File: src/rtl/quant_writeback_ctrl_if.sv
// Row-input handshake and SRAM write bus of the quantize/writeback sequencer.
// master: the side that produces raw rows and owns the SRAM.
// slave:  the sequencer itself.
`timescale 1ns/1ps
interface quant_writeback_ctrl_if #(
  parameter int ARRAY_SIZE      = 8,
  parameter int ORI_WIDTH       = 21,
  parameter int ADDR_WIDTH      = 10,
  parameter int SRAM_DATA_WIDTH = 32
);
  logic                            in_valid;
  logic                            in_ready;
  logic [ARRAY_SIZE*ORI_WIDTH-1:0] in_data;
  logic                            sram_we;
  logic [ADDR_WIDTH-1:0]           sram_addr;
  logic [SRAM_DATA_WIDTH-1:0]      sram_wdata;

  modport master (
    output in_valid, in_data,
    input  in_ready, sram_we, sram_addr, sram_wdata
  );

  modport slave (
    input  in_valid, in_data,
    output in_ready, sram_we, sram_addr, sram_wdata
  );
endinterface

File: src/rtl/quant_writeback_ctrl.sv
// Accepts rows of raw accumulator sums, saturates each element to a signed
// 16-bit value, and writes the packed row to SRAM as a burst of consecutive
// words. Jobs of num_rows rows are launched by start and end with a done pulse.
`timescale 1ns/1ps
module quant_writeback_ctrl #(
  parameter int ARRAY_SIZE        = 8,
  parameter int DATA_WIDTH        = 8,
  parameter int OUTPUT_DATA_WIDTH = 16,
  parameter int SRAM_DATA_WIDTH   = 32,
  parameter int ADDR_WIDTH        = 10
) (
  input  logic                    clk,
  input  logic                    srstn,
  input  logic                    start,
  input  logic [ADDR_WIDTH-1:0]   base_addr,
  input  logic [7:0]              num_rows,
  quant_writeback_ctrl_if.slave   bus,
  output logic                    busy,
  output logic                    done,
  output logic [15:0]             sat_count
);

  localparam int ORI_WIDTH = 2*DATA_WIDTH + 5;
  localparam int ROW_BITS  = ARRAY_SIZE*OUTPUT_DATA_WIDTH;
  localparam int W         = ROW_BITS / SRAM_DATA_WIDTH;
  localparam int WCW       = (W > 1) ? $clog2(W) : 1;

  // Saturation limits in the raw domain; NEG_LIM is the two's complement
  // partner of POS_LIM (~32767 == -32768).
  localparam logic signed [ORI_WIDTH-1:0] POS_LIM = ORI_WIDTH'(2**(OUTPUT_DATA_WIDTH-1) - 1);
  localparam logic signed [ORI_WIDTH-1:0] NEG_LIM = ~POS_LIM;
  localparam logic [OUTPUT_DATA_WIDTH-1:0] QMAX = {1'b0, {(OUTPUT_DATA_WIDTH-1){1'b1}}};
  localparam logic [OUTPUT_DATA_WIDTH-1:0] QMIN = ~QMAX;

  typedef enum logic [1:0] {IDLE, LOAD, WRITE, DONE} state_t;

  state_t                 state_reg, state_next;
  logic [ADDR_WIDTH-1:0]  addr_reg;
  logic [7:0]             num_rows_reg;
  logic [7:0]             row_idx_reg;
  logic [WCW-1:0]         word_cnt_reg;
  logic [ROW_BITS-1:0]    row_buf_reg;
  logic [15:0]            sat_reg;

  logic                   job_start;
  logic                   accept;
  logic                   write_step;
  logic                   last_word;
  logic [8:0]             row_inc;

  logic [ROW_BITS-1:0]    quant_row;
  logic [ARRAY_SIZE-1:0]  clip_flag;
  logic [15:0]            clip_num;
  logic [16:0]            sat_sum;
  logic [15:0]            sat_next;

  // Per-element saturation. The exact limits map to themselves without
  // being flagged, so only true clipping contributes to the statistic.
  generate
    for (genvar gi = 0; gi < ARRAY_SIZE; gi++) begin : g_quant
      logic signed [ORI_WIDTH-1:0] x;
      assign x = $signed(bus.in_data[gi*ORI_WIDTH +: ORI_WIDTH]);
      assign quant_row[gi*OUTPUT_DATA_WIDTH +: OUTPUT_DATA_WIDTH] =
          (x >= POS_LIM) ? QMAX :
          (x <= NEG_LIM) ? QMIN : x[OUTPUT_DATA_WIDTH-1:0];
      assign clip_flag[gi] = (x > POS_LIM) || (x < NEG_LIM);
    end
  endgenerate

  // Count clipped elements of the incoming row and add with saturation.
  always_comb begin
    clip_num = '0;
    for (int i = 0; i < ARRAY_SIZE; i++) begin
      clip_num = clip_num + 16'(clip_flag[i]);
    end
    sat_sum  = {1'b0, sat_reg} + {1'b0, clip_num};
    sat_next = sat_sum[16] ? 16'hFFFF : sat_sum[15:0];
  end

  assign row_inc = {1'b0, row_idx_reg} + 9'd1;

  // State register.
  always_ff @(posedge clk or negedge srstn) begin
    if (!srstn) state_reg <= IDLE;
    else        state_reg <= state_next;
  end

  // Next-state logic and datapath strobes.
  always_comb begin
    state_next = state_reg;
    job_start  = 1'b0;
    accept     = 1'b0;
    write_step = 1'b0;
    last_word  = 1'b0;
    case (state_reg)
      IDLE: begin
        if (start) begin
          job_start  = 1'b1;
          state_next = (num_rows == 8'd0) ? DONE : LOAD;
        end
      end
      LOAD: begin
        if (bus.in_valid) begin
          accept     = 1'b1;
          state_next = WRITE;
        end
      end
      WRITE: begin
        write_step = 1'b1;
        if (word_cnt_reg == WCW'(W-1)) begin
          last_word  = 1'b1;
          state_next = (row_inc < {1'b0, num_rows_reg}) ? LOAD : DONE;
        end
      end
      DONE: state_next = IDLE;
      default: state_next = IDLE;
    endcase
  end

  // Job parameters, row buffer and counters. The write address is kept as a
  // running pointer, which equals base + row_idx*W + word_cnt modulo 2^ADDR_WIDTH
  // and stays contiguous across input stalls.
  always_ff @(posedge clk or negedge srstn) begin
    if (!srstn) begin
      addr_reg     <= '0;
      num_rows_reg <= '0;
      row_idx_reg  <= '0;
      word_cnt_reg <= '0;
      row_buf_reg  <= '0;
      sat_reg      <= '0;
    end else begin
      if (job_start) begin
        addr_reg     <= base_addr;
        num_rows_reg <= num_rows;
        row_idx_reg  <= '0;
        word_cnt_reg <= '0;
        sat_reg      <= '0;
      end
      if (accept) begin
        row_buf_reg  <= quant_row;
        sat_reg      <= sat_next;
        word_cnt_reg <= '0;
      end
      if (write_step) begin
        addr_reg <= addr_reg + ADDR_WIDTH'(1);
        if (last_word) begin
          row_idx_reg  <= row_idx_reg + 8'd1;
          word_cnt_reg <= '0;
        end else begin
          word_cnt_reg <= word_cnt_reg + WCW'(1);
        end
      end
    end
  end

  // Outputs decode registered state only; address and data read as zero
  // whenever no write is in progress.
  assign bus.in_ready   = (state_reg == LOAD);
  assign bus.sram_we    = (state_reg == WRITE);
  assign bus.sram_addr  = bus.sram_we ? addr_reg : '0;
  assign bus.sram_wdata = bus.sram_we ?
      row_buf_reg[int'(word_cnt_reg)*SRAM_DATA_WIDTH +: SRAM_DATA_WIDTH] : '0;
  assign busy           = (state_reg != IDLE);
  assign done           = (state_reg == DONE);
  assign sat_count      = sat_reg;

endmodule

File: src/flat_wrapper.sv
// flat-port wrapper written by rule: the top's interface ports become plain ports
module quant_writeback_ctrl_flat 
#(
  parameter int ARRAY_SIZE        = 8,
  parameter int DATA_WIDTH        = 8,
  parameter int OUTPUT_DATA_WIDTH = 16,
  parameter int SRAM_DATA_WIDTH   = 32,
  parameter int ADDR_WIDTH        = 10
)
  (clk, srstn, start, base_addr, num_rows, busy, done, sat_count, bus_in_valid, bus_in_data, bus_in_ready, bus_sram_we, bus_sram_addr, bus_sram_wdata);
  quant_writeback_ctrl_if #(.ARRAY_SIZE(ARRAY_SIZE), .ORI_WIDTH(21), .ADDR_WIDTH(ADDR_WIDTH), .SRAM_DATA_WIDTH(SRAM_DATA_WIDTH)) bus_i ();
  input  logic clk;
  input  logic srstn;
  input  logic start;
  input  logic [ADDR_WIDTH-1:0] base_addr;
  input  logic [7:0] num_rows;
  output logic busy;
  output logic done;
  output logic [15:0] sat_count;
  input wire logic [$bits(bus_i.in_valid)-1:0] bus_in_valid;
  input wire logic [$bits(bus_i.in_data)-1:0] bus_in_data;
  output wire logic [$bits(bus_i.in_ready)-1:0] bus_in_ready;
  output wire logic [$bits(bus_i.sram_we)-1:0] bus_sram_we;
  output wire logic [$bits(bus_i.sram_addr)-1:0] bus_sram_addr;
  output wire logic [$bits(bus_i.sram_wdata)-1:0] bus_sram_wdata;
  assign bus_i.in_valid = bus_in_valid;
  assign bus_i.in_data = bus_in_data;
  assign bus_in_ready = bus_i.in_ready;
  assign bus_sram_we = bus_i.sram_we;
  assign bus_sram_addr = bus_i.sram_addr;
  assign bus_sram_wdata = bus_i.sram_wdata;
  quant_writeback_ctrl #(.ARRAY_SIZE(ARRAY_SIZE), .DATA_WIDTH(DATA_WIDTH), .OUTPUT_DATA_WIDTH(OUTPUT_DATA_WIDTH), .SRAM_DATA_WIDTH(SRAM_DATA_WIDTH), .ADDR_WIDTH(ADDR_WIDTH)) u_core (.clk(clk), .srstn(srstn), .start(start), .base_addr(base_addr), .num_rows(num_rows), .bus(bus_i), .busy(busy), .done(done), .sat_count(sat_count));
endmodule
File: config.mk
export PLATFORM = sky130hd
export DESIGN_NAME = quant_writeback_ctrl_flat
export DESIGN_NICKNAME = d
export VERILOG_FILES = /design/src/rtl/quant_writeback_ctrl_if.sv /design/src/rtl/quant_writeback_ctrl.sv /design/src/flat_wrapper.sv
export SDC_FILE = /design/constraint.sdc
export NUM_CORES = 1
export LEC_CHECK = 0
export BUFFER_PORTS_ARGS = -buffer_cell sky130_fd_sc_hd__buf_4
export CAP_MARGIN = 10
export CELL_PAD_IN_SITES_DETAIL_PLACEMENT = 0
export CELL_PAD_IN_SITES_GLOBAL_PLACEMENT = 1
export CORE_MARGIN = 5
export CORE_UTILIZATION = 40
export DETAILED_ROUTE_END_ITERATION = 8
export PLACE_DENSITY = 0.8
export SYNTH_ARGS = -nofsm -noshare
export SYNTH_HDL_FRONTEND = slang
export SYNTH_SLANG_ARGS = --single-unit
File: constraint.sdc
create_clock -name clk -period 2.5 [get_ports clk]
set_clock_uncertainty 0.1 [all_clocks]
set_input_delay 0.125 -clock clk [delete_from_list [all_inputs] [get_ports clk]]
set_output_delay 0.125 -clock clk [all_outputs]
set_load 0.02 [all_outputs]
Word level (Yosys, flattened, before mapping)
Index checks and enable logic that the tools add are counted.
{ "classes": {"muxes": 43, "add_sub_neg": 12, "n_eq_ne": 7, "magnitude_cmp": 33, "n_shift": 1, "reduce_logical": 15} }
{ "ops": {"columns": ["op", "n"], "rows": [
  ["16-bit 2-to-1 mux", 19],
  ["21-bit by 16-bit >= comparator with 1-bit output (second input constant)", 8],
  ["21-bit by 16-bit greater-than comparator with 1-bit output (second input constant)", 8],
  ["21-bit by 16-bit less-or-equal comparator with 1-bit output (second input constant)", 8],
  ["21-bit by 16-bit less-than comparator with 1-bit output (second input constant)", 8],
  ["128-bit by 8-bit indexed part select with 32-bit output", 1],
  ["16-bit by 1-bit adder with 16-bit output", 6],
  ["32-bit 2-to-1 mux", 1],
  ["10-bit 2-to-1 mux", 3],
  ["8-bit 2-to-1 mux", 3],
  ["2-bit 2-to-1 mux", 9],
  ["16-bit by 16-bit adder with 17-bit output", 1],
  ["10-bit by 1-bit adder with 10-bit output (second input constant)", 1],
  ["8-bit by 1-bit adder with 9-bit output (second input constant)", 1],
  ["9-bit by 8-bit less-than comparator with 1-bit output", 1],
  ["8-bit by 1-bit adder with 8-bit output (second input constant)", 1],
  ["8-bit zero test", 1],
  ["1-bit logical OR", 8],
  ["2-bit one-hot mux with 4 select lines", 1],
  ["1-bit 2-to-1 mux", 7],
  ["2-bit == test (second input constant)", 3],
  ["2-bit != test (second input constant)", 3],
  ["2-bit nonzero test", 3],
  ["3-bit AND reduction", 1],
  ["other kinds (5)", 5]
]} }
{ "totals": {"ff_bits": 174, "out_inout_bits": 62} }

Logic depth before layout (Yosys ltp)
Gate-level depths: netlist of the first run.
{ "depth": {"depth_word": 12, "depth_mapped": 18, "depth_no_buf": 17} }

Worst setup path after synthesis of the first run
OpenSTA, ideal clock, no wires.
{ "synth_timing": {"kind": "input -> register", "startpoint": "input port bus_in_data[17]", "endpoint": "register u_core.sat_reg[13], in the netlist u_core.sat_count[13]", "stages": 16, "arrival_time_ps": 4846, "setup_ps": 80, "n_path_buf": 1, "slack_ps": -2526, "path_cell_list": "or4_1 -> nor3_1 -> a31oi_1 -> ha_1 -> fa_1 -> inv_1 -> fa_1 -> fa_1 -> fa_1 -> fa_1 -> nand2b_1 -> o2bb2ai_1 -> or4_4 -> buf_6 -> and3_1 -> nor3_2"} }
{ "synth_between": {"elab_chain_cells": 12, "elab_cells_between_ends": 13} }
{ "synth_lines": {"columns": ["item", "line_no", "source"], "rows": [
  ["start, declared", "flat_wrapper.sv:21", "input wire logic [$bits(bus_i.in_data)-1:0] bus_in_data;"],
  ["21-bit by 16-bit greater-than comparator with 1-bit output or 21-bit by 16-bit less-than comparator with 1-bit output (tied branches)", "quant_writeback_ctrl.sv:66", "assign clip_flag[gi] = (x > POS_LIM) || (x < NEG_LIM);"],
  ["1-bit logical OR (*)", "quant_writeback_ctrl.sv:66", null],
  ["1-bit by 1-bit adder with 2-bit output (*)", "quant_writeback_ctrl.sv:74", "clip_num = clip_num + 16'(clip_flag[i]);"],
  ["16-bit by 1-bit adder with 16-bit output (*) (6 in series)", "quant_writeback_ctrl.sv:74", null],
  ["16-bit by 16-bit adder with 17-bit output (*)", "quant_writeback_ctrl.sv:76", "sat_sum = {1'b0, sat_reg} + {1'b0, clip_num};"],
  ["16-bit 2-to-1 mux (*)", "quant_writeback_ctrl.sv:77", "sat_next = sat_sum[16] ? 16'hFFFF : sat_sum[15:0];"],
  ["16-bit 2-to-1 mux (*)", "quant_writeback_ctrl.sv:139", "if (accept) begin"],
  ["end signal, assigned", "quant_writeback_ctrl.sv:141", "sat_reg <= sat_next;"],
  ["end, declared", "quant_writeback_ctrl.sv:43", "logic [15:0] sat_reg;"]
]} }
Every way passes the cells marked *; elsewhere a longest branch is shown, timed or not.
A chain may end at the register's enable or synchronous reset.

Worst setup path after layout of the first run
{ "layout_timing": {"startpoint": "input port bus_in_data[15]", "endpoint": "register u_core.sat_reg[8], in the netlist u_core.sat_count[8]"} }
Same word-level chain as after synthesis.

==> results.md, run 1 <==
* Status: finished, violations left
* Failing checks: negative setup slack
* DRC at 0
* RSZ-0062 raised after global routing: yes
* Synth Cell Area at 9580 µm²
* Synth Register Bits at 174
* Synth area leaders: dfrtp_1 45%, mux4_2 7.5%, a22oi_1 6.0%, nand2_1 6.0%, o21ai_0 3.2%
* CP required at 2.73 ns
* Tcrit/Tclk final at 180%
* Aggregate global-route resource usage at 24.4%
* Delay-heaviest family, CP: adder cells
* Core Rows at 56
* DR vias at 9684
* Yosys warning count at 0
* Reg2reg start: u_core.sat_count[0]
* Most common cell in the netlist: dfrtp_1
* Syn Nets at 1184
* Antenna Nets Post-Route at 0
* Max Cap Viol at 0
* Placed Instance Area at 12100 µm²
* Number of flops mapped to enable cells by yosys at 0
* Critical-path top delay cell: or4_4
* Dpl hpwl at 23800 µm
* Top cell type's share of synthesized area at 45.4%
* Slew margin rel. at 51.8%
* Seq/Total Area, Yosys at 45.4%
* Max-slew violation count at 0
* Critical path type: in -> reg
* Avg WL per Cell at 19.3 µm
* GP Congestion at 0.891
* Critical Path Source Type: input port
* Hold path start: bus_in_data[104]
* CP Cell Sequence: buf_6 > or4_4 > nor3_4 > a31oi_4 > ha_4 > fa_1 > inv_1 > fa_1 > fa_2 > fa_2 > xnor2_2 > ha_4 > buf_6 > nand2b_4 > o2bb2ai_4 > or4_4 > and2_4 > a311oi_2
* Worst setup EP type: register
* CTS root buffer: clkbuf_16
* Worst vdd ir at 0.390 mV
* Hold crit path type: in -> reg
* Crit path max fanout at 7
* Number of flip-flops in the largest register at 128
* DIE HEIGHT at 165 µm
* Largest net degree at the start of global routing at 127
* Layout net count at 1603
* 1st-iter DRT viols at 673
* Top-Level Pins at 252
* Setup WS post-layout at -1.99 ns
* Syn_area_per_cell at 9.86 µm²
* Worst skew pair latency at 0.43 ns
* Commonest cells post-synth: 174 x dfrtp_1, 153 x nand2_1, 77 x a22oi_1
* Synth async-reset ratio at 100%
* CTS tree: yes
* Final instance area at 14500 µm²
* Starting Density at 40.7%
* Vias in the first global route at 9798
* Cell taking the most area after synthesis: dfrtp_1
* Via density per instance at 5.62
* Total grt overflow at 0
* Initial antenna violation count at 0
* Worst setup path start: bus_in_data[15]
* Max Buffers Root-to-Sink at 2
* Fin. Hold Viols at 0
* Num CTS Buffers at 17
* Share of layout cells above drive strength 1 at 31.5%
* Cell area power density at 923 nW/µm²
* CP arrival at 4.72 ns
* Syn Inst Count at 972
* Die Wd at 165 µm
* Unique masters post-synth at 62
* CTS clk-pin slew, worst paths at 0.07 ns
* Antenna fix cells at 0
* Worst Tran Pin Value at 0.724 ns
* Core box area at 23500 µm²
* Util after Layout at 61.5%
* WL final at 33200 µm
* First-pass GRT wire length at 52100 µm
* Clock Sinks at 174
* # port buffers at 251
* Area growth syn-to-layout at 51.2%
* H-tree levels at 4
* Final setup vio count at 16
* Leakage at 0.00670 µW
* Crit path largest cell delay at 0.53 ns
* Prevailing post-synth register cell: dfrtp_1
* First-pass iteration count of the detailed router at 7
* Total die area at 27200 µm²
* Buffers & Inverters on Critical Path at 3
* F_max at 0.223 GHz
* Min Tclk post-route at 4.49 ns
final cells by class:
| type | count | area [µm²] |
|---|---|---|
| Clock buffer | 18 | 439 |
| Clock inverter | 14 | 128 |
| Fill cell | 2000 | 9050 |
| Inverter | 29 | 113 |
| Multi-Input combinational cell | 711 | 5190 |
| Sequential cell | 174 | 4360 |
| Tap cell | 319 | 399 |
| Timing Repair Buffer | 458 | 3860 |
what timing repair did:
item                       4_1_cts  5_1_grt
setup endpoints to repair       16       49
buffers inserted                 8        3
resized for setup               33       21
hold endpoints to repair       311        0
hold buffers                   139        0
pin swaps                       23        9
gates cloned                     0        0
where the power goes:
part | switching [µW] | internal, µW
Clock | 1250 | 1340
Combinational | 2770 | 2880
Sequential | 1060 | 4070
Total | 5080 | 8300
placed cells by master, fill, tap and decap left out, types with 4 or more instances in the layout:
cell	instances
a31oi_4	5
xor2_1	5
a31o_2	9
ha_1	14
inv_1	28
a32o_1	4
dlygate4sd3_1	139
nand3_1	25
mux4_2	32
a31oi_1	7
o21ai_0	60
a21oi_1	50
and3_1	21
inv_8	5
clkinvlp_4	4
a221o_1	14
buf_6	9
nand4_1	34
and2_1	40
a22oi_1	77
buf_4	307
nand2_1	153
clkbuf_16	17
nor2_1	22
nor4b_1	6
dfrtp_1	173
nor4_1	30
nor3_1	5
or4_1	11
metrics by stage:
stage                     setup slack [ns]  setup TNS (ns)  cells  hold WS [ns]  power [µW]
after detailed placement             -2.68          -41.39   1543        -0.185       10400
after floorplan                      -2.28          -34.60    972        -0.271        8280
after global placement               -2.60          -39.99   1543        -0.187       10200
after CTS                            -2.13          -32.04   1722        0.0111       13400
final                                -1.99          -30.01   1723        0.0244       13400
after global routing                 -2.10          -31.90   1723        0.0301       14300
cell families (layout without fill, tap and decap cells):
group / Yosys count / in the layout / synth area share [%]
mux: 34 / 34 / 7.73
compound gates: 266 / 266 / 18.6
xor+xnor: 9 / 9 / 0.822
buf+inv: 87 / 519 / 3.77
simple gates: 380 / 380 / 20.4
fa+ha+maj: 22 / 22 / 3.26
flops: 174 / 174 / 45.4
worst register-to-register path: cells and delay by family (launching register included):
kind | cells | cell delay, ns
flip-flops | 1 | 0.41
buffers and inverters | 1 | 0.06
AO/OA/AOI/OAI | 2 | 0.32
adder cells (fa/ha/maj) | 2 | 0.53
AND/OR/NAND/NOR | 3 | 0.85
routing by layer:
metal	global-route usage [%]	vias to the layer above	part of all wire, %
met4	6.99	0	1.9
met2	39.6	363	48
li1	-	4531	-
met5	0	-	0
met3	5.44	49	7.5
met1	33.1	4741	43
final timing paths:
path,end,depth (start not counted),slack [ns]
hold reg to reg,u_core.row_buf_reg[63],2,0.38
max in group asynchronous,u_core.row_buf_reg[102],3,1.50
setup reg to reg,u_core.sat_count[8],8,0.15
min in group asynchronous,u_core.row_buf_reg[2],3,0.25
hold / removal,u_core.row_buf_reg[79],4,0.02
setup / recovery,u_core.sat_count[8],18,-1.99
(Power assumes the default switching activity.)
==> inputs of run 2 (changes only) <==
--- a/config.mk
+++ b/config.mk
@@ -13,6 +13,7 @@
 export CORE_UTILIZATION = 40
 export DETAILED_ROUTE_END_ITERATION = 8
 export PLACE_DENSITY = 0.8
+export RECOVER_POWER = 100
 export SYNTH_ARGS = -nofsm -noshare
 export SYNTH_HDL_FRONTEND = slang
 export SYNTH_SLANG_ARGS = --single-unit
==> results.md, run 2 (synthesis results as in run 1) <==
* Hold crit path type: in -> reg
* DIE HEIGHT at 165 µm (unchanged)
* Number of flip-flops in the largest register at 128 (unchanged)
* Final setup vio count at 16 (unchanged)
* Worst Tran Pin Value at 1.73 ns (+1.01 ns)
* DRC at 0 (unchanged)
* Max-slew violation count at 127 (+127)
* Max Cap Viol at 1 (+1)
* Total die area at 27200 µm² (unchanged)
* H-tree levels at 4 (unchanged)
* Worst skew pair latency at 0.43 ns (about the same)
* Starting Density at 40.7% (unchanged)
* Avg WL per Cell at 19.2 µm (-0.25%)
* Worst setup EP type: register
* Largest net degree at the start of global routing at 127 (unchanged)
* Area growth syn-to-layout at 50.6%
* Placed Instance Area at 12100 µm² (unchanged)
* RSZ-0062 raised after global routing: yes
* Filler Cells Inserted at 2010 (+0.50%)
* Util after Layout at 61.3% (-0.22 points)
* Die Wd at 165 µm (unchanged)
* F_max at 0.223 GHz (about the same)
* Slew margin rel. at -15.4% (-67 points)
* Top-Level Pins at 252 (unchanged)
* Share of layout cells above drive strength 1 at 30.8% (-0.64 points)
* Worst vdd ir at 0.389 mV (-0.25%)
* Clock Sinks at 174 (unchanged)
* CTS tree: yes
* Cell area power density at 925 nW/µm² (+0.25%)
* 1st-iter DRT viols at 688 (+2.2%)
* Tcrit/Tclk final at 180% (about the same)
* Sequential Area at 4360 µm² (unchanged)
* # port buffers at 251 (unchanged)
* CP required at 2.73 ns (about the same)
* Core Rows at 56 (unchanged)
* CTS clk-pin slew, worst paths at 0.07 ns (about the same)
* Commonest cells after routing, fill and taps aside: 298 x buf_4, 173 x dfrtp_1, 153 x nand2_1, 139 x dlygate4sd3_1, 77 x a22oi_1
* R2R cell count at 8 (unchanged)
* CP arrival at 4.72 ns (about the same)
* Antenna Nets Post-Route at 0 (unchanged)
* Dpl hpwl at 23800 µm (unchanged)
* Pre-CTS setup slack at -2.68 ns (unchanged)
* Crit path max fanout at 7 (unchanged)
* Critical Path Source Type: input port
* Fin. Hold Viols at 0 (unchanged)
* First-pass iteration count of the detailed router at 6 (-1)
* Met1 Use GR at 33.1% (unchanged)
* Multi-input logic area at 5190 µm² (unchanged)
* Max Buffers Root-to-Sink at 2 (unchanged)
* Core box area at 23500 µm² (unchanged)
* Via density per instance at 5.58 (-0.74%)
* Hold Worst Slack at 0.0195 ns (-0.00485 ns)
* Num CTS Buffers at 17 (unchanged)
* Vias in the first global route at 9798 (unchanged)
* Total grt overflow at 0 (unchanged)
* First-pass GRT wire length at 52100 µm (unchanged)
* Status: finished, violations left
* Layout net count at 1603 (unchanged)
* CTS root buffer: clkbuf_16
* GP Congestion at 0.891 (unchanged)
* Commonest non-fill, non-tap cell in the layout: buf_4
* Setup WS post-layout at -1.99 ns (-0.00167 ns)
* Critical path type: in -> reg
* Min Tclk post-route at 4.49 ns (+0.00167 ns)
* Non-filler cells, final at 1723 (unchanged)
* Antenna fix cells at 0 (unchanged)
* Hold depth at 4 (unchanged)
* Final instance area at 14400 µm² (-0.36%)
* Leakage at 0.00665 µW (-0.65%)
* DR vias at 9612 (-0.74%)
* Failing checks: max-capacitance violations, max-slew violations, negative setup slack
* Global routing met3 resource utilization at 5.44% (unchanged)
* Gr busiest metal: met2
* Initial antenna violation count at 0 (unchanged)
* Placed cells at 1543 (unchanged)
* Aggregate global-route resource usage at 24.4% (unchanged)
* Met2 GRT Util at 39.6% (unchanged)
* WL final at 33200 µm (-0.25%)
-- run 2: report_power, final --
group	switching, µW	internal, µW
Clock	1240	1340
Sequential	1070	4070
Combinational	2770	2870
-- run 2: final timing paths --
path / startpoint / to / slack, ns
hold / removal: bus_in_data[104] / u_core.row_buf_reg[79] / 0.02
min in group asynchronous: srstn / u_core.sat_count[9] / 0.57
setup / recovery: bus_in_data[15] / u_core.sat_count[8] / -1.99
max in group asynchronous: srstn / u_core.row_buf_reg[48] / 0.42
setup reg to reg: u_core.sat_count[0] / u_core.sat_count[8] / 0.16
hold reg to reg: u_core.row_buf_reg[77] / u_core.row_buf_reg[77] / 0.38
-- run 2: critical path: stages --
cell       delay (ns)
buf_6            0.09
or4_4            0.53
nor3_4           0.26
a31oi_4          0.07
ha_4             0.25
fa_1             0.49
inv_1            0.05
fa_1             0.47
fa_2             0.39
fa_2             0.45
fa_2             0.38
nand2b_4         0.16
o2bb2ai_4        0.13
or4_4            0.49
and2_4           0.20
a311oi_2         0.19
-- run 2: stage by stage --
step                total power, µW  TNS [ns]
CTS                           13400    -32.04
floorplan                      8280    -34.60
detailed placement            10400    -41.39
finish                        13400    -30.02
global placement              10200    -39.99
global route                  14300    -33.28
-- run 2: repair_timing --
action                                  4_1_cts  5_1_grt
endpoints found under the hold margin       311        0
buffers inserted                              8        3
gates resized for setup                      33       21
pin swaps                                    23        9
hold buffers                                139        0
endpoints found under the setup margin       16       49
-- run 2: final cells by class --
type	count	share of cell area, %
clock buffer	18	3.04
clock inverter	14	0.884
inverter	29	0.780
multi-input combinational	711	36.0
sequential	174	30.2
tap	319	2.76
timing repair buffer	458	26.4
-- run 2: layer usage --
metal,vias up,share of wire (%)
met5,-,0
met1,4678,43
li1,4525,-
met3,47,7.2
met4,0,1.9
met2,362,48
